$ cat src/rtl/left_barrel_shifter_pipe_if.sv
// Stream bus for the pipelined left barrel shifter: the input beat, the shifted result
// and a valid/ready handshake on each side.
interface left_barrel_shifter_pipe_if #(
  parameter int WIDTH  = 8,
  parameter int CTRL_W = 3
);
  logic [WIDTH-1:0]  in;
  logic [CTRL_W-1:0] ctrl;
  logic              rot;
  logic              in_valid;
  logic              in_ready;
  logic [WIDTH-1:0]  out;
  logic              lost;
  logic              out_valid;
  logic              out_ready;

  modport master (
    output in, ctrl, rot, in_valid, out_ready,
    input  in_ready, out, lost, out_valid
  );

  modport slave (
    input  in, ctrl, rot, in_valid, out_ready,
    output in_ready, out, lost, out_valid
  );
endinterface

$ cat src/rtl/left_barrel_shifter_pipe.sv
// Pipelined shift-left / rotate-left. There is one register stage per ctrl bit, with the
// largest shift first. The whole pipe stalls together on a single advance enable.
module left_barrel_shifter_stage #(
  parameter int WIDTH = 8,
  parameter int K     = 1
) (
  input  logic [WIDTH-1:0] dat,
  input  logic             lost,
  input  logic             rot,
  input  logic             sh,
  output logic [WIDTH-1:0] res,
  output logic             lost_res
);
  logic [WIDTH-1:0] shl;
  logic [WIDTH-1:0] spill;

  // spill holds the top K bits moved down to the bottom: they are the wrap-in for a
  // rotate and the lost bits for a logical shift.
  assign shl   = dat << K;
  assign spill = dat >> (WIDTH - K);

  always_comb begin
    res      = dat;
    lost_res = lost;
    if (sh) begin
      if (rot) begin
        res = shl | spill;
      end else begin
        res      = shl;
        lost_res = lost | (|spill);
      end
    end
  end
endmodule

module left_barrel_shifter_pipe #(
  parameter int WIDTH  = 8,
  parameter int CTRL_W = 3
) (
  input logic                      clk,
  input logic                      rst,
  left_barrel_shifter_pipe_if.slave bus
);
  localparam int STAGES = CTRL_W;
  localparam int NFWD   = (STAGES > 1) ? STAGES - 1 : 1;

  logic                         adv;
  logic [STAGES:0]              vld_pipe;
  logic [STAGES-1:0]            vld_q;
  logic [STAGES-1:0][WIDTH-1:0] dat_q;
  logic [STAGES-1:0]            lost_q;
  // The last stage needs no ctrl/rot register; only its data, lost and valid leave the block.
  logic [NFWD-1:0][CTRL_W-1:0]  ctl_q;
  logic [NFWD-1:0]              rot_q;

  assign vld_pipe     = {vld_q, bus.in_valid};
  assign adv          = !vld_pipe[STAGES] || bus.out_ready;
  assign bus.in_ready = adv;

  assign bus.out       = dat_q[STAGES-1];
  assign bus.lost      = lost_q[STAGES-1];
  assign bus.out_valid = vld_q[STAGES-1];

  for (genvar s = 0; s < STAGES; s++) begin : g_st
    localparam int                B   = STAGES - 1 - s;
    localparam logic [CTRL_W-1:0] SEL = CTRL_W'(1) << B;

    logic [WIDTH-1:0]  dat;
    logic [WIDTH-1:0]  dat_nx;
    logic [CTRL_W-1:0] ctl;
    logic              rot;
    logic              lost;
    logic              lost_nx;
    logic              sh;

    if (s == 0) begin : g_src
      assign dat  = bus.in;
      assign ctl  = bus.ctrl;
      assign rot  = bus.rot;
      assign lost = 1'b0;
    end else begin : g_src
      assign dat  = dat_q[s-1];
      assign ctl  = ctl_q[s-1];
      assign rot  = rot_q[s-1];
      assign lost = lost_q[s-1];
    end

    assign sh = |(ctl & SEL);

    left_barrel_shifter_stage #(
      .WIDTH (WIDTH),
      .K     (1 << B)
    ) u_stage (
      .dat      (dat),
      .lost     (lost),
      .rot      (rot),
      .sh       (sh),
      .res      (dat_nx),
      .lost_res (lost_nx)
    );

    always_ff @(posedge clk) begin
      if (rst) begin
        vld_q[s]  <= 1'b0;
        dat_q[s]  <= '0;
        lost_q[s] <= 1'b0;
      end else if (adv) begin
        vld_q[s]  <= vld_pipe[s];
        dat_q[s]  <= dat_nx;
        lost_q[s] <= lost_nx;
      end
    end

    if (s < STAGES - 1) begin : g_fwd
      always_ff @(posedge clk) begin
        if (rst) begin
          ctl_q[s] <= '0;
          rot_q[s] <= 1'b0;
        end else if (adv) begin
          ctl_q[s] <= ctl;
          rot_q[s] <= rot;
        end
      end
    end
  end
endmodule
$ cat src/flat_wrapper.sv
// flat-port wrapper written by rule: the top's interface ports become plain ports
module left_barrel_shifter_pipe_flat 
#(
  parameter int WIDTH  = 8,
  parameter int CTRL_W = 3
)
  (clk, rst, bus_in, bus_ctrl, bus_rot, bus_in_valid, bus_out_ready, bus_in_ready, bus_out, bus_lost, bus_out_valid);
  left_barrel_shifter_pipe_if #(.WIDTH(WIDTH), .CTRL_W(CTRL_W)) bus_i ();
  input logic clk;
  input logic rst;
  input wire logic [$bits(bus_i.in)-1:0] bus_in;
  input wire logic [$bits(bus_i.ctrl)-1:0] bus_ctrl;
  input wire logic [$bits(bus_i.rot)-1:0] bus_rot;
  input wire logic [$bits(bus_i.in_valid)-1:0] bus_in_valid;
  input wire logic [$bits(bus_i.out_ready)-1:0] bus_out_ready;
  output wire logic [$bits(bus_i.in_ready)-1:0] bus_in_ready;
  output wire logic [$bits(bus_i.out)-1:0] bus_out;
  output wire logic [$bits(bus_i.lost)-1:0] bus_lost;
  output wire logic [$bits(bus_i.out_valid)-1:0] bus_out_valid;
  assign bus_i.in = bus_in;
  assign bus_i.ctrl = bus_ctrl;
  assign bus_i.rot = bus_rot;
  assign bus_i.in_valid = bus_in_valid;
  assign bus_i.out_ready = bus_out_ready;
  assign bus_in_ready = bus_i.in_ready;
  assign bus_out = bus_i.out;
  assign bus_lost = bus_i.lost;
  assign bus_out_valid = bus_i.out_valid;
  left_barrel_shifter_pipe #(.WIDTH(WIDTH), .CTRL_W(CTRL_W)) u_core (.clk(clk), .rst(rst), .bus(bus_i));
endmodule
$ cat config.mk
export PLATFORM = sky130hd
export DESIGN_NAME = left_barrel_shifter_pipe_flat
export DESIGN_NICKNAME = d
export VERILOG_FILES = /design/src/rtl/left_barrel_shifter_pipe_if.sv /design/src/rtl/left_barrel_shifter_pipe.sv /design/src/flat_wrapper.sv
export SDC_FILE = /design/constraint.sdc
export NUM_CORES = 1
export LEC_CHECK = 0
export BUFFER_PORTS_ARGS = -buffer_cell sky130_fd_sc_hd__buf_2
export CAP_MARGIN = 20
export CORE_AREA = 5 5 80 82
export CTS_CLUSTER_DIAMETER = 60
export CTS_CLUSTER_SIZE = 8
export DETAILED_ROUTE_END_ITERATION = 10
export DIE_AREA = 0 0 85 87
export PLACE_DENSITY = 0.49
export SYNTH_ARGS = -nofsm -noshare
export SYNTH_HDL_FRONTEND = slang
export SYNTH_SLANG_ARGS = --single-unit
$ cat constraint.sdc
create_clock -name clk -period 1.34 [get_ports clk]
set_clock_uncertainty 0.2 [all_clocks]
set_input_delay 0.134 -clock clk [delete_from_list [all_inputs] [get_ports clk]]
set_output_delay 0.134 -clock clk [all_outputs]
set_load 0.01 [all_outputs]
==> flow_summary.json, run 1 <==
{
  "placed_cells_incl_taps": 258,
  "end_point_of_the_worst_hold_path": "u_core.g_st[1].dat[1]",
  "wl_per_cell_microns": 14.01,
  "ys_seq_elements": 35,
  "diodes": 0,
  "worstReg2RegStart": "u_core.bus.out_valid",
  "floorplan.core_area_sq_um": 5675,
  "worstSetupEndpointType": "primary output",
  "track_usage": 0.1108,
  "violated_checks": "setup timing",
  "final.fill_count": 604,
  "worstPathArrival_ns": 1.07,
  "yosysWarningCount": 0,
  "router_iterations_before_antenna_repair": 4,
  "setup.worst_path.class": "flip-flop to primary output",
  "power.density_cell_area_nw_per_um2": 1037,
  "power.clock.fraction": 0.321,
  "cts-root-buf": "sky130_fd_sc_hd__clkbuf_8",
  "synthesized_netlist_cell_count": 166,
  "ratio_of_cells_with_drive_above_1_in_the_final_layout": 0.3800,
  "syn_nets": 182,
  "initial_core_util": 0.2862,
  "initial_antenna_violation_count": 0,
  "max_freq_mhz": 713.1,
  "ctsHtreeMaxLevel": 2,
  "die-width_microns": 85,
  "relSlewSlack": 0.8016,
  "worstHoldPathType": "primary input to flip-flop",
  "relative_contribution_of_sequential_cells_to_total_power": 0.533,
  "grt_max_degree": 36,
  "routed_wl_mm": 3.853,
  "fin_hold_ws_ns": 0.01045,
  "layout_setup_ws_ns": -0.06236,
  "hold-path-cell-count": 3,
  "cap_viol_max_count": 0,
  "design.die.area_sq_um": 7395,
  "ios": 27,
  "worst_skew_late_latency_ns": 0.28,
  "period_minus_slack_ns": 1.402,
  "intPower_uw": 1607,
  "drt_iter0_drc": 42,
  "grt_pass1_vias": 1273,
  "slew_viol_final": 0,
  "setup_viol_count_final": 12,
  "numClockSinks": 35,
  "finalCritPeriodShare": 1.047,
  "ir_drop_uv": 442.2,
  "rr_worst_depth": 6,
  "run_status": "complete, but fails checks",
  "combinationalPowerShare": 0.146,
  "clock_path_buffers": 2,
  "fin_nets": 217,
  "setup_repair_after_global_routing_missed_its_margin": "yes",
  "postRouteAntennaNets": 0,
  "area_used_by_multi_input_combinational_logic_sq_um": 854.6,
  "sequential_cell_area_sq_um": 701.9,
  "buffer_ports.inserted": 26,
  "detail_route.drc_violations": 0,
  "cell_area_synth_sq_um": 1624,
  "postSynthAreaPerCell_sq_um": 9.783,
  "std_cell_rows": 28,
  "cts_tree": "built",
  "fin_cells": 275,
  "gp_congestion": 0.6831,
  "detail_placement_hpwl_mm": 2.220,
  "seq_area_frac_synth": 0.4314,
  "wire_length_of_the_first_global_routing_pass_mm": 6.320,
  "vias_cell": 4.658,
  "die_height_microns": 87,
  "transition_time_at_the_pin_with_the_least_slew_margin_ns": 0.2977,
  "dr_total_vias": 1281,
  "hold_start": "bus_in[5]",
  "timing.rr.end": "u_core.g_st[1].dat[5]",
  "total_count_of_hold_check_failures_in_the_final_report": 0,
  "regToRegSetupSlack_ns": -0.04,
  "clock_buffer_count_from_cts": 5,
  "syn_to_final_growth_pct": 28.27,
  "crit_path_start_kind": "flip-flop",
  "netlist-cell-type-count": 20,
  "leakage_uw": 0.0008334,
  "timing.critical_path.fanout_max": 4,
  "power.switching_fraction": 0.2558,
  "finish.utilization": 0.3671,
  "grt_remaining_overflow": 0,
  "net-switching-power_uw": 552.4,
  "required_ns": 1.01,
  "clk_pin_slew_ns": 0.06,
  "p_total_uw": 2160
}
## worst max-delay path: stages (launching register included)
cell and delay, ns:
sky130_fd_sc_hd__dfxtp_2 0.32, sky130_fd_sc_hd__nor2b_4 0.20, sky130_fd_sc_hd__buf_12 0.13, sky130_fd_sc_hd__inv_12 0.03
sky130_fd_sc_hd__buf_6 0.10
## registers in the layout, indices dropped and copies added (netlist names)
signal,flops
u_core.bus.lost,1
u_core.bus.out,8
u_core.bus.out_valid,1
u_core.g_st.ctl,3
u_core.g_st.dat,16
u_core.g_st.lost,2
u_core.g_st.rot,2
u_core.vld_pipe,2
## synth_stat cells
| master | n | area (sq um) |
|---|---|---|
| sky130_fd_sc_hd__inv_6 | 1 | 8.760 |
| sky130_fd_sc_hd__nor2b_1 | 7 | 43.79 |
| sky130_fd_sc_hd__clkbuf_1 | 1 | 3.750 |
| sky130_fd_sc_hd__a211oi_2 | 18 | 225.2 |
| sky130_fd_sc_hd__nor2_1 | 29 | 108.9 |
| sky130_fd_sc_hd__nor2b_4 | 1 | 13.76 |
| sky130_fd_sc_hd__o211ai_1 | 1 | 7.510 |
| sky130_fd_sc_hd__nand2_1 | 15 | 56.30 |
| sky130_fd_sc_hd__buf_6 | 7 | 78.83 |
| sky130_fd_sc_hd__nand4b_1 | 1 | 8.760 |
| sky130_fd_sc_hd__clkbuf_2 | 1 | 5.000 |
| sky130_fd_sc_hd__a311oi_1 | 8 | 70.07 |
| sky130_fd_sc_hd__buf_2 | 4 | 20.02 |
| sky130_fd_sc_hd__or4_1 | 1 | 7.510 |
| sky130_fd_sc_hd__buf_4 | 1 | 7.510 |
| sky130_fd_sc_hd__mux2i_1 | 17 | 170.2 |
| sky130_fd_sc_hd__dfxtp_1 | 35 | 700.7 |
| sky130_fd_sc_hd__inv_1 | 2 | 7.510 |
| sky130_fd_sc_hd__nor3_1 | 8 | 40.04 |
| sky130_fd_sc_hd__a21oi_1 | 8 | 40.04 |
## worst max path at each step
stage / end / slack, ns / from / cells past startpoint
after detailed placement: u_core.bus.out[6] / -0.004 / u_core.bus.out_valid / 4
after global routing: bus_in_ready / -0.12 / u_core.bus.out_valid / 4
after floorplan: u_core.g_st[2].lost / 0.04 / u_core.bus.out_valid / 6
final: bus_in_ready / -0.06 / u_core.bus.out_valid / 4
after global placement: u_core.g_st[2].dat[7] / 0.02 / u_core.bus.out_valid / 4
after CTS: u_core.bus.out[0] / -0.06 / u_core.bus.out_valid / 5
## layout make-up
type / instances / share of cell area
Multi-Input combinational cell: 114 / 0.4102
Sequential cell: 35 / 0.3369
Tap cell: 75 / 0.04505
Clock buffer: 6 / 0.03483
Timing Repair inverter: 2 / 0.009610
Timing Repair Buffer: 40 / 0.1520
Inverter: 3 / 0.01141
## logic make-up (layout without fill, tap and decap cells)
kind of cell | after synthesis | after routing | share of synthesized area
simple gates | 62 | 62 | 0.1718
flops | 35 | 35 | 0.4314
mux | 17 | 17 | 0.1048
buf+inv | 17 | 51 | 0.08090
compound gates | 35 | 35 | 0.2111
## power by group through the flow
stage	clock (uW)	combinational [uW]	sequential [uW]
after floorplan	0	185	1170
after global placement	0	271	1170
after detailed placement	0	271	1170
after CTS	716	302	1150
after global routing	756	347	1160
final	693	316	1150
## metrics by stage
| step | TNS (ns) | setup WS, ns | area [sq um] |
|---|---|---|---|
| 2_1_floorplan | 0 | 0.03964 | 1624 |
| 3_3_place_gp | 0 | 0.02248 | 1808 |
| 3_5_place_dp | -0.007543 | -0.004014 | 1808 |
| 4_1_cts | -0.8934 | -0.05886 | 2013 |
| 5_1_grt | -1.283 | -0.1204 | 2083 |
| 6_report | -0.2974 | -0.06236 | 2083 |
## per-layer routing
layer,part of all wire,track usage
met2,0.45,0.1688
met3,0.036,0.03311
met1,0.50,0.1452
met5,0,0
met4,0.017,0.04748
## cell usage in the layout, fill, tap and decap left out, drive strengths merged
cell and n:
clkbuf 6, nand4b 1, buf 36, inv 5, dfxtp 35, mux2i 17
nor2b 8, nand2 15, nor3 8, nor2 29, or4 1, o211ai 1
dlygate4sd3 4, a211oi 18, a311oi 8, a21oi 8
## timing repair
item | CTS | global route
hold endpoints to repair | 4 | 0
endpoints found under the setup margin | 13 | 35
buffers inserted | 4 | 1
hold buffers | 4 | 0
cloned | 2 | 0
resized for setup | 10 | 11
pin swaps | 5 | 9
No activity file was read; power rests on OpenSTA's default activity.
==> run 2, diff against run 1 <==
Settings changed: CELL_PAD_IN_SITES_DETAIL_PLACEMENT from default to 1, CELL_PAD_IN_SITES_GLOBAL_PLACEMENT from default to 1, PLACE_DENSITY 0.49 to 0.6.
==> flow_summary.json, run 2 (synthesized netlist as in run 1, its figures left out) <==
{
  "routed_wl_mm": 4.141,
  "detail_placement_hpwl_mm": 2.368,
  "ios": 27,
  "net-switching-power_uw": 600.1,
  "transition_time_at_the_pin_with_the_least_slew_margin_ns": 0.3231,
  "fin_nets": 220,
  "p_total_uw": 2240,
  "relative_contribution_of_sequential_cells_to_total_power": 0.515,
  "cap_viol_max_count": 0,
  "power.clock.fraction": 0.332,
  "power.density_cell_area_nw_per_um2": 1006,
  "setup_viol_count_final": 25,
  "dpl_cell_area_sq_um": 1808,
  "timing.critical_path.fanout_max": 4,
  "detail_route.drc_violations": 0,
  "layout_setup_ws_ns": -0.08265,
  "grt_pass1_vias": 1233,
  "mostFrequentLayoutCells": "34 x sky130_fd_sc_hd__dfxtp_1, 24 x sky130_fd_sc_hd__buf_2, 18 x sky130_fd_sc_hd__a211oi_2",
  "total_count_of_hold_check_failures_in_the_final_report": 1,
  "regToRegSetupSlack_ns": -0.08,
  "hold-path-cell-count": 3,
  "die_height_microns": 87,
  "final.fill_count": 664,
  "layout.cells.most_common": "sky130_fd_sc_hd__dfxtp_1",
  "floorplan.core_area_sq_um": 5675,
  "gp_congestion": 0.6814,
  "worstHoldPathType": "primary input to flip-flop",
  "worstReg2RegStart": "u_core.bus.out_valid",
  "hold_start": "bus_in[4]",
  "run_status": "complete, but fails checks",
  "crit_path_start_kind": "flip-flop",
  "design.die.area_sq_um": 7395,
  "std_cell_rows": 28,
  "stdcell_area_sq_um": 2226,
  "setup.worst_path.class": "flip-flop to primary output",
  "clock_path_buffers": 2,
  "relSlewSlack": 0.7846,
  "worstSetupEndpointType": "primary output",
  "power.switching_fraction": 0.2679,
  "syn_to_final_growth_pct": 37.06,
  "slew_viol_final": 0,
  "worst_skew_late_latency_ns": 0.29,
  "grt_max_degree": 29,
  "setup_repair_after_global_routing_missed_its_margin": "yes",
  "intPower_uw": 1640,
  "cts_tree": "built",
  "period_minus_slack_ns": 1.423,
  "dr_total_vias": 1301,
  "initial_core_util": 0.2862,
  "worstPathArrival_ns": 1.09,
  "leakage_uw": 0.0008668,
  "vias_cell": 4.646,
  "wl_per_cell_microns": 14.79,
  "postRouteAntennaNets": 0,
  "required_ns": 1.01,
  "fin_hold_ws_ns": -0.003175,
  "ir_drop_uv": 336.9,
  "finalCritPeriodShare": 1.062,
  "rr_worst_depth": 6,
  "largest_register_ff_count": 16,
  "diodes": 0,
  "timing.rr.end": "u_core.bus.out[0]",
  "die-width_microns": 85,
  "violated_checks": "hold timing, setup timing",
  "grt_remaining_overflow": 0,
  "ratio_of_cells_with_drive_above_1_in_the_final_layout": 0.4390,
  "clock_buffer_count_from_cts": 5,
  "wire_length_of_the_first_global_routing_pass_mm": 6.430,
  "clk_pin_slew_ns": 0.07,
  "drt_iter0_drc": 50,
  "router_iterations_before_antenna_repair": 4,
  "buffer_ports.inserted": 26,
  "cts-root-buf": "sky130_fd_sc_hd__clkbuf_8",
  "track_usage": 0.1109,
  "combinationalPowerShare": 0.153,
  "initial_antenna_violation_count": 0,
  "max_freq_mhz": 702.9,
  "numClockSinks": 35,
  "ctsHtreeMaxLevel": 2,
  "end_point_of_the_worst_hold_path": "u_core.g_st[1].dat[0]"
}
-- run 2: cell count changes in the layout (fill, tap and decap cells not counted), sizes merged --
| cell | delta |
|---|---|
| buf | -1 |
| clkbuf | +2 |
| clkinv | +3 |
| dlygate4sd3 | +2 |
| inv | -1 |
-- run 2: metrics by stage --
step	hold WS [ns]	util	instances	setup WS, ns	TNS, ns
after floorplan	0.07445	-	166	0.03964	0
after global placement	0.1869	0.3186	258	-0.01958	-0.01958
after detailed placement	0.1911	0.3186	258	-0.03118	-0.05920
after CTS	0.01845	0.3593	276	-0.06220	-0.2583
after global routing	0.01072	0.3922	280	-0.1161	-2.056
final	-0.003175	0.3922	280	-0.08265	-0.4443
-- run 2: routing by layer --
metal | up-vias | global-route usage | wire (microns)
li1 | 657 | - | -
met1 | 615 | 0.1466 | 1936
met2 | 22 | 0.1695 | 1978
met3 | 7 | 0.03311 | 152
met4 | 0 | 0.04317 | 74
met5 | - | 0 | 0
-- run 2: how the worst max path moves through the flow --
stage	from	endpoint	slack, ns
after floorplan	u_core.bus.out_valid	u_core.g_st[2].lost	0.04
after global placement	u_core.bus.out_valid	u_core.g_st[1].dat[3]	-0.02
after detailed placement	u_core.bus.out_valid	u_core.g_st[1].dat[3]	-0.03
after CTS	u_core.bus.out_valid	bus_in_ready	-0.06
after global routing	u_core.bus.out_valid	bus_in_ready	-0.12
final	u_core.bus.out_valid	bus_in_ready	-0.08
-- run 2: what timing repair did --
action	in CTS	in global routing
buffers inserted	3	2
pin swaps	4	9
hold buffers	5	1
setup endpoints to repair	18	35
hold endpoints to repair	10	1
gates cloned	2	1
resized for setup	16	32
-- run 2: power by group through the flow --
stage	logic (uW)	registers, uW	clock network, uW
after floorplan	185	1170	0
after CTS	306	1150	760
final	344	1150	743
after global placement	270	1170	0
after detailed placement	274	1170	0
after global routing	371	1160	823
-- run 2: worst max-delay path, stage by stage (launching register included) --
cell and delay, ns:
sky130_fd_sc_hd__dfxtp_2 0.34, sky130_fd_sc_hd__nor2b_4 0.17, sky130_fd_sc_hd__buf_12 0.15, sky130_fd_sc_hd__inv_12 0.04
sky130_fd_sc_hd__buf_6 0.11
-- run 2: cell type report --
type                            instances  area [sq um]  share of cell area
Multi-Input combinational cell        114         897.1              0.4030
Sequential cell                        35         701.9              0.3153
Timing Repair Buffer                   42         372.9              0.1675
Tap cell                               75         93.84             0.04216
Clock buffer                            7         76.32             0.03429
Timing Repair inverter                  3         55.05             0.02473
Inverter                                3         23.77             0.01068
Clock inverter                          1         5.005            0.002248
